--- config.mk ---
export PLATFORM = sky130hd
export DESIGN_NAME = parking_occupancy_ctrl_flat
export DESIGN_NICKNAME = d
export VERILOG_FILES = /design/src/rtl/parking_pkg.sv /design/src/rtl/parking_occupancy_ctrl_if.sv /design/src/rtl/gate_timer.sv /design/src/rtl/parking_occupancy_ctrl.sv /design/src/flat_wrapper.sv
export SDC_FILE = /design/constraint.sdc
export NUM_CORES = 1
export LEC_CHECK = 0
export BUFFER_PORTS_ARGS = -buffer_cell sky130_fd_sc_hd__buf_4
export CORE_MARGIN = 1
export CORE_UTILIZATION = 45
export CTS_CLUSTER_DIAMETER = 150
export DETAILED_ROUTE_END_ITERATION = 16
export PLACE_DENSITY = 0.69
export SLEW_MARGIN = 40
export SYNTH_ARGS = -nofsm -noshare
export SYNTH_HDL_FRONTEND = slang
export SYNTH_SLANG_ARGS = --single-unit
export TNS_END_PERCENT = 1
--- constraint.sdc ---
create_clock -name clk_1Hz -period 5.9 [get_ports clk_1Hz]
set_input_delay 0.59 -clock clk_1Hz [delete_from_list [all_inputs] [get_ports clk_1Hz]]
set_output_delay 0.59 -clock clk_1Hz [all_outputs]
set_load 0.05 [all_outputs]
--- src/rtl/parking_pkg.sv ---
// Shared definitions for the parking lot blocks: gate FSM encodings and
// default lot dimensions used by the occupancy, display and LED logic.
package parking_pkg;

    localparam int DEF_CAPACITY         = 8;
    localparam int DEF_CNT_W            = 4;
    localparam int DEF_GATE_OPEN_CYCLES = 3;

    typedef enum logic {
        G_IDLE = 1'b0,
        G_OPEN = 1'b1
    } gate_state_e;

    typedef enum logic {
        E_IDLE = 1'b0,
        E_OPEN = 1'b1
    } entry_state_e;

    typedef enum logic {
        X_IDLE = 1'b0,
        X_OPEN = 1'b1
    } exit_state_e;

endpackage

--- src/rtl/parking_occupancy_ctrl_if.sv ---
// Sensor and status bundle between the gate sensors, the occupancy controller
// and the indicators. The sensor side is the master, the controller the slave.
interface parking_occupancy_ctrl_if #(
    parameter int CNT_W = parking_pkg::DEF_CNT_W
);
    logic             entry_req;
    logic             exit_req;
    logic             entry_gate_open;
    logic             exit_gate_open;
    logic [CNT_W-1:0] occupancy;
    logic             lot_full;
    logic             lot_empty;
    logic             full_signal;

    modport master (
        output entry_req, exit_req,
        input  entry_gate_open, exit_gate_open, occupancy,
               lot_full, lot_empty, full_signal
    );

    modport slave (
        input  entry_req, exit_req,
        output entry_gate_open, exit_gate_open, occupancy,
               lot_full, lot_empty, full_signal
    );
endinterface

--- src/rtl/gate_timer.sv ---
// One barrier: rising-edge detect on the sensor, idle/open FSM and a dwell
// counter holding the gate open for GATE_OPEN_CYCLES clocks.
module gate_timer
    import parking_pkg::*;
#(
    parameter int GATE_OPEN_CYCLES = DEF_GATE_OPEN_CYCLES
) (
    input  logic clk_1Hz,
    input  logic reset,
    input  logic req,
    input  logic allow,
    output logic accept,
    output logic refuse,
    output logic gate_open
);
    localparam int            TW     = (GATE_OPEN_CYCLES > 1) ? $clog2(GATE_OPEN_CYCLES) : 1;
    localparam logic [TW-1:0] T_LOAD = TW'(GATE_OPEN_CYCLES - 1);

    logic          req_q;
    logic          req_edge;
    gate_state_e   state_q, state_d;
    logic [TW-1:0] timer_q, timer_d;

    assign req_edge = req & ~req_q;

    always_ff @(posedge clk_1Hz or negedge reset) begin
        if (!reset) begin
            req_q   <= 1'b0;
            state_q <= G_IDLE;
            timer_q <= '0;
        end else begin
            req_q   <= req;
            state_q <= state_d;
            timer_q <= timer_d;
        end
    end

    // Edges seen while the gate is open are dropped, not queued.
    always_comb begin
        state_d = state_q;
        timer_d = timer_q;
        accept  = 1'b0;
        refuse  = 1'b0;
        case (state_q)
            G_IDLE: begin
                if (req_edge) begin
                    if (allow) begin
                        accept  = 1'b1;
                        state_d = G_OPEN;
                        timer_d = T_LOAD;
                    end else begin
                        refuse = 1'b1;
                    end
                end
            end
            G_OPEN: begin
                if (timer_q == '0) begin
                    state_d = G_IDLE;
                end else begin
                    timer_d = timer_q - 1'b1;
                end
            end
            default: state_d = G_IDLE;
        endcase
    end

    assign gate_open = (state_q == G_OPEN);

endmodule

--- src/rtl/parking_occupancy_ctrl.sv ---
// Lot occupancy counter: entry/exit gates with fixed dwell, full/empty flags
// and a one-cycle full_signal pulse for every entry refused at capacity.
module parking_occupancy_ctrl
    import parking_pkg::*;
#(
    parameter int CAPACITY         = DEF_CAPACITY,
    parameter int CNT_W            = DEF_CNT_W,
    parameter int GATE_OPEN_CYCLES = DEF_GATE_OPEN_CYCLES
) (
    input  logic                     clk_1Hz,
    input  logic                     reset,
    parking_occupancy_ctrl_if.slave  bus
);
    localparam int               GATES    = 2;
    localparam int               ENTRY    = 0;
    localparam int               EXIT     = 1;
    localparam logic [CNT_W-1:0] CAP_VAL  = CNT_W'(CAPACITY);
    // Only a refused entry drives the full indicator; an exit at empty is silent.
    localparam logic [GATES-1:0] FULL_SRC = GATES'(1) << ENTRY;

    logic [GATES-1:0] req;
    logic [GATES-1:0] allow;
    logic [GATES-1:0] accept;
    logic [GATES-1:0] refuse;
    logic [GATES-1:0] gate_open;

    logic [CNT_W-1:0] occupancy_q, occupancy_d;
    logic             full_signal_q, full_signal_d;

    assign req[ENTRY]   = bus.entry_req;
    assign req[EXIT]    = bus.exit_req;
    assign allow[ENTRY] = (occupancy_q < CAP_VAL);
    assign allow[EXIT]  = (occupancy_q != '0);

    generate
        for (genvar gi = 0; gi < GATES; gi++) begin : g_gate
            gate_timer #(
                .GATE_OPEN_CYCLES(GATE_OPEN_CYCLES)
            ) u_gate_timer (
                .clk_1Hz  (clk_1Hz),
                .reset    (reset),
                .req      (req[gi]),
                .allow    (allow[gi]),
                .accept   (accept[gi]),
                .refuse   (refuse[gi]),
                .gate_open(gate_open[gi])
            );
        end
    endgenerate

    // Both allow terms come from the pre-update count, so bounds hold without a clamp.
    always_comb begin
        occupancy_d = occupancy_q;
        case (accept)
            2'b01:   occupancy_d = occupancy_q + 1'b1;
            2'b10:   occupancy_d = occupancy_q - 1'b1;
            default: occupancy_d = occupancy_q;
        endcase
        full_signal_d = |(refuse & FULL_SRC);
    end

    always_ff @(posedge clk_1Hz or negedge reset) begin
        if (!reset) begin
            occupancy_q   <= '0;
            full_signal_q <= 1'b0;
        end else begin
            occupancy_q   <= occupancy_d;
            full_signal_q <= full_signal_d;
        end
    end

    assign bus.occupancy       = occupancy_q;
    assign bus.lot_full        = (occupancy_q == CAP_VAL);
    assign bus.lot_empty       = (occupancy_q == '0);
    assign bus.entry_gate_open = gate_open[ENTRY];
    assign bus.exit_gate_open  = gate_open[EXIT];
    assign bus.full_signal     = full_signal_q;

endmodule

--- src/flat_wrapper.sv ---
// flat-port wrapper written by rule: the top's interface ports become plain ports
module parking_occupancy_ctrl_flat import parking_pkg::*;
#(
    parameter int CAPACITY         = DEF_CAPACITY,
    parameter int CNT_W            = DEF_CNT_W,
    parameter int GATE_OPEN_CYCLES = DEF_GATE_OPEN_CYCLES
)
  (clk_1Hz, reset, bus_entry_req, bus_exit_req, bus_entry_gate_open, bus_exit_gate_open, bus_occupancy, bus_lot_full, bus_lot_empty, bus_full_signal);
  parking_occupancy_ctrl_if #(.CNT_W(CNT_W)) bus_i ();
  input  logic clk_1Hz;
  input  logic reset;
  input wire logic [$bits(bus_i.entry_req)-1:0] bus_entry_req;
  input wire logic [$bits(bus_i.exit_req)-1:0] bus_exit_req;
  output wire logic [$bits(bus_i.entry_gate_open)-1:0] bus_entry_gate_open;
  output wire logic [$bits(bus_i.exit_gate_open)-1:0] bus_exit_gate_open;
  output wire logic [$bits(bus_i.occupancy)-1:0] bus_occupancy;
  output wire logic [$bits(bus_i.lot_full)-1:0] bus_lot_full;
  output wire logic [$bits(bus_i.lot_empty)-1:0] bus_lot_empty;
  output wire logic [$bits(bus_i.full_signal)-1:0] bus_full_signal;
  assign bus_i.entry_req = bus_entry_req;
  assign bus_i.exit_req = bus_exit_req;
  assign bus_entry_gate_open = bus_i.entry_gate_open;
  assign bus_exit_gate_open = bus_i.exit_gate_open;
  assign bus_occupancy = bus_i.occupancy;
  assign bus_lot_full = bus_i.lot_full;
  assign bus_lot_empty = bus_i.lot_empty;
  assign bus_full_signal = bus_i.full_signal;
  parking_occupancy_ctrl #(.CAPACITY(CAPACITY), .CNT_W(CNT_W), .GATE_OPEN_CYCLES(GATE_OPEN_CYCLES)) u_core (.clk_1Hz(clk_1Hz), .reset(reset), .bus(bus_i));
endmodule
== Word-level counts from Yosys, hierarchy flattened ==
Cells that the tools add are included.
Operators by class
  bitwise logic cells: 6
  muxes and demuxes: 22
  equality and inequality tests: 9
  $add $sub $neg: 4
  reductions and logical operators: 7
  order comparisons: 1
Operators with widths (number)
  2-bit two-way mux: 6
  2-bit != test, second input constant: 6
  1-bit two-way mux: 11
  2-bit one-hot mux with 2 select lines: 2
  4-bit one-hot mux with 2 select lines: 1
  3-bit AND reduction: 2
  4-bit by 1-bit adder with 4-bit output, second input constant: 1
  4-bit == test, second input constant: 1
  2-bit zero test: 2
  4-bit zero test: 1
  4-bit < comparator, second input constant: 1
  1-bit NOT: 4
  1-bit one-hot mux with 2 select lines: 2
  4-bit nonzero test: 1
  2-bit by 1-bit subtractor with 2-bit output, second input constant: 2
  4-bit by 1-bit subtractor with 4-bit output, second input constant: 1
  1-bit AND: 2
  2-bit by 1-bit == test with 1-bit output, second input constant: 1
  2-bit == test, second input constant: 1
  2-bit nonzero test: 1
Word-level totals
  input bits: 4
  logic and storage cells: 57
  output and inout port bits: 9
  register bits after elaboration: 13

== Logic depth before layout (Yosys ltp) ==
  depth after elaboration: 6
  gate-level depth with buffers: 9
  depth with buffers taken out: 9

== Cells and area by module ==
Synthesis repeated with hierarchy kept, for this count alone.
Second synthesis, totals
  cells, all modules: 60
  area, all modules: 685.7 um^2
By module, submodules not included
  gate_timer: cells an instance 16, area each 193.9 um^2, sequential area each 100.1 um^2, instances 2
  parking_occupancy_ctrl: cells an instance 28, area each 297.8 um^2, sequential area each 125.1 um^2, instances 1

== Worst setup path before layout ==
No wires, ideal clock.
  kind: reg2reg
  from: register u_core.occupancy_q[1], in the netlist u_core.bus.occupancy[1]
  to: register u_core.occupancy_q[2], in the netlist u_core.bus.occupancy[2]
  stages on the path, launching flop included: 10
  setup slack: 2754 ps
  period minus slack after synthesis: 3146 ps
  path buffers: 0
  data arrival time: 2998 ps
  required time: 5752 ps
  library setup time: 148 ps
  path through: dfrtp_1 > nor4_2 > nor4b_4 > ha_1 > xor2_1 > ha_1 > a21oi_1 > xor2_1 > nor2_1 > xor2_1
On the way
  longest elaborated chain between the ends: 6
  elaborated cells on any way between the ends: 14
RTL lines
  start, declared: RTL line parking_occupancy_ctrl.sv:27  | logic [CNT_W-1:0] occupancy_q, occupancy_d;
  start signal, assigned: RTL line parking_occupancy_ctrl.sv:67  | occupancy_q <= occupancy_d;
  4-bit < comparator or 4-bit nonzero test (tied branches): RTL line parking_occupancy_ctrl.sv:32, parking_occupancy_ctrl.sv:33
  1-bit two-way mux: RTL line gate_timer.sv:47  | if (allow) begin
  1-bit two-way mux: RTL line gate_timer.sv:46  | if (req_edge) begin
  1-bit two-way mux: RTL line gate_timer.sv:44  | case (state_q)
  2-bit == test or 2-bit by 1-bit == test with 1-bit output (tied branches): RTL line parking_occupancy_ctrl.sv:54  | case (accept)
  4-bit one-hot mux with 2 select lines or 2-bit nonzero test (tied branches)
Several ways; a longest one is shown, not always the timed one.
A chain may end at the register's enable or synchronous reset.

== Worst setup path in the final report ==
  from: register u_core.occupancy_q[3], in the netlist u_core.bus.occupancy[3]
  to: register u_core.occupancy_q[2], in the netlist u_core.bus.occupancy[2]
Same word-level chain as after synthesis.

==> flow_summary_export.csv <==
group,metric,value,unit
final_layout,antenna_cells,0,
worst_setup_path,rrSetupSlack,3590,ps
yosys,synth_top_cell_area_share,48.1,%
worst_setup_path,r2r_start,"u_core.bus.occupancy[3]$_DFFE_PN0P_",
final_layout,layout_commonest_cell,"dfrtp_1",
detailed_routing,routed_wl,1010,µm
yosys,netlist_instances,54,
clocking,clk_latency,270,ps
final_layout,final_cell_mix,"dfrtp_1, buf_4, ha_1",
run_status,status,"completed",
clocking,cts_max_level,1,
floorplanning,start_util,50.0,%
placement,place_congestion,0.675,
yosys,synth-main-ff-cell,"dfrtp_1",
worst_setup_path,slowest_delay,610,ps
detailed_routing,drt_iter0_markers,11,
sta,drv_slew,0,
global_routing,grt_pass1_wl,1750,µm
yosys,ys_ff_latch,13,
worst_setup_path,endpoint,"u_core.bus.occupancy[2]$_DFFE_PN0P_",
floorplanning,pin_count,13,
floorplanning,die-area,0.00166,mm²
sta,finalSetupTns,0,ps
worst_setup_path,reg2regPathDepth,8,
clocking,cts_tree,"built",
sta,fmax,0.433,GHz
worst_setup_path,r2r_end,"u_core.bus.occupancy[2]$_DFFE_PN0P_",
global_routing,grt_usage,16.9,%
sta,hold_viol_final,0,
detailed_routing,route.detailed.drc,0,
yosys,yosys_warnings,0,
final_layout,syn2layout_area_growth,20.0,%
detailed_routing,drtPass1Iterations,4,
clocking,cts_setup_buffers,0,
global_routing,grt_max_degree,14,
yosys,async_flop_share,100,%
sta,tightest_slew,378,ps
sta,hold_ws,148,ps
clocking,cts_inserted_buffers,3,
worst_setup_path,cp_top_family,"simple AND/OR/NAND/NOR gates",
sta,setup_violations,0,
floorplanning,core_area,0.00135,mm²
sta,period_share,39.2,%
clocking,clock-sinks,13,
detailed_routing,vias_per_cell,5.19,
yosys,synth_largest_area_cell,"dfrtp_1",
clocking,post_cts_resize_count,0,
yosys,syn_area,676,µm²
min_path,hp-class,"input port to async pin",
worst_setup_path,cp_num_buf_inv,0,
yosys,synth_edf_count,0,
clocking,cts_root_buffer,"clkbuf_4",
detailed_routing,wl_per_cell,11.9,µm
worst_setup_path,worstPathCellList,"or4b_4 > ha_1 > xor2_1 > ha_1 > a21oi_1 > xor2_1 > nor2_1 > xor2_1",
yosys,synth_cell_type_count,26,
sta,finClkSkew,0.422,ps
worst_setup_path,critPathMostFrequentCell,"xor2_1",
worst_setup_path,cp_slowest_cell,"or4b_4",
sta,min_period,2310,ps
worst_setup_path,cp_max_fo,6,
placement,hpwlAfterDp,738,µm
floorplanning,die_w,40.8,µm
yosys,yosysSeqAreaShare,48.1,%
final_layout,nNetsFinal,80,
floorplanning,core.rowCount,13,
worst_setup_path,critical_path_class,"flip-flop to flip-flop",
clocking,clkTransAtPathRegs,80,ps
detailed_routing,antenna_left,0,
worst_setup_path,worstPathRequired,6050,ps
clocking,clk_path_buf_depth,2,
yosys,synth_area_leaders,"dfrtp_1, ha_1, xor2_1",
global_routing,antenna_found_initial,0,
job,drv_cap,0,
sta,relSlewSlack,74.6,%
placement,place.port_buffers,12,
floorplanning,die_h,40.8,µm
sta,rsz0062_at_grt,"no",
detailed_routing,vias,441,
final_layout,finalNonFillerCells,85,
yosys,synthesis.nets,63,
worst_setup_path,crit_path_end_kind,"flip-flop",
final_layout,drive_gt1_share,32.9,%
clocking,cts_hold_buf,0,
worst_setup_path,start_kind,"flip-flop",
worst_setup_path,cp.depth,8,
worst_setup_path,worstSetupStartpoint,"u_core.bus.occupancy[3]$_DFFE_PN0P_",
global_routing,first_global_vias,390,
worst_setup_path,crit_arrival,2460,ps
yosys,syn_area_per_cell,12.5,µm²
global_routing,overflow,0,
placement,dp.cells,81,
## cell usage after synthesis (all sizes together) (2+ instances only)
library cell	count
dfrtp	13
ha	5
inv	4
xor2	4
a21oi	3
nand2b	3
o21ai	3
a31oi	2
nand2	2
nor2	2
## sequential cells by signal (all words and copies together) (netlist names)
| name | cells |
|---|---|
| u_core.bus.occupancy | 4 |
| u_core.g_gate.u_gate_timer.timer_q | 4 |
| u_core.g_gate.u_gate_timer.gate_open | 2 |
| u_core.g_gate.u_gate_timer.req_q | 2 |
| u_core.bus.full_signal | 1 |
## worst min-delay path by stage
stage               slack, ps                             endpoint
finish                    150  u_core.bus.occupancy[2]$_DFFE_PN0P_
global route              140  u_core.bus.occupancy[2]$_DFFE_PN0P_
CTS                       140  u_core.bus.occupancy[2]$_DFFE_PN0P_
detailed placement        440  u_core.bus.occupancy[2]$_DFFE_PN0P_
global placement          430     u_core.bus.full_signal$_DFF_PN0_
floorplan                 290     u_core.bus.full_signal$_DFF_PN0_
## final cells by class
| type | count | area [µm²] |
|---|---|---|
| flip-flops and latches | 13 | 325 |
| multi-input cells | 37 | 335 |
| clock buffers | 4 | 26.3 |
| fillers | 116 | 539 |
| repair buffers | 12 | 90.1 |
| well taps | 15 | 18.8 |
| inverters | 4 | 15.0 |
## routing by layer
| metal | part of all wire (%) | track usage (%) | vias up |
|---|---|---|---|
| li1 | - | - | 220 |
| met1 | 51 | 21.9 | 207 |
| met2 | 42 | 24.6 | 12 |
| met3 | 5.6 | 4.89 | 2 |
| met4 | 1.5 | 10.0 | 0 |
| met5 | 0 | 0 | - |
## stage by stage
step	setup WS, ps	cell area [µm²]	util [%]
detailed placement	3460	785	58.1
global placement	3470	785	58.1
CTS	3590	811	60.1
finish	3590	811	60.1
global route	3480	811	60.1
floorplan	2750	676	-
## cell families (layout without fill, tap and decap cells)
family,after synthesis,in the layout,synth area share [%]
AOI/OAI and AO/OA,8,8,6.29
and+or+nand+nor,17,17,22.6
DFF,13,13,48.1
buffers and inverters,4,20,2.22
adders and majority gates,5,5,9.26
xor gates and xnor gates,5,5,6.48
muxes,2,2,5.00
Power is not shown: default switching activity piles up to over one toggle a cycle in this logic, so the estimate is an artifact.
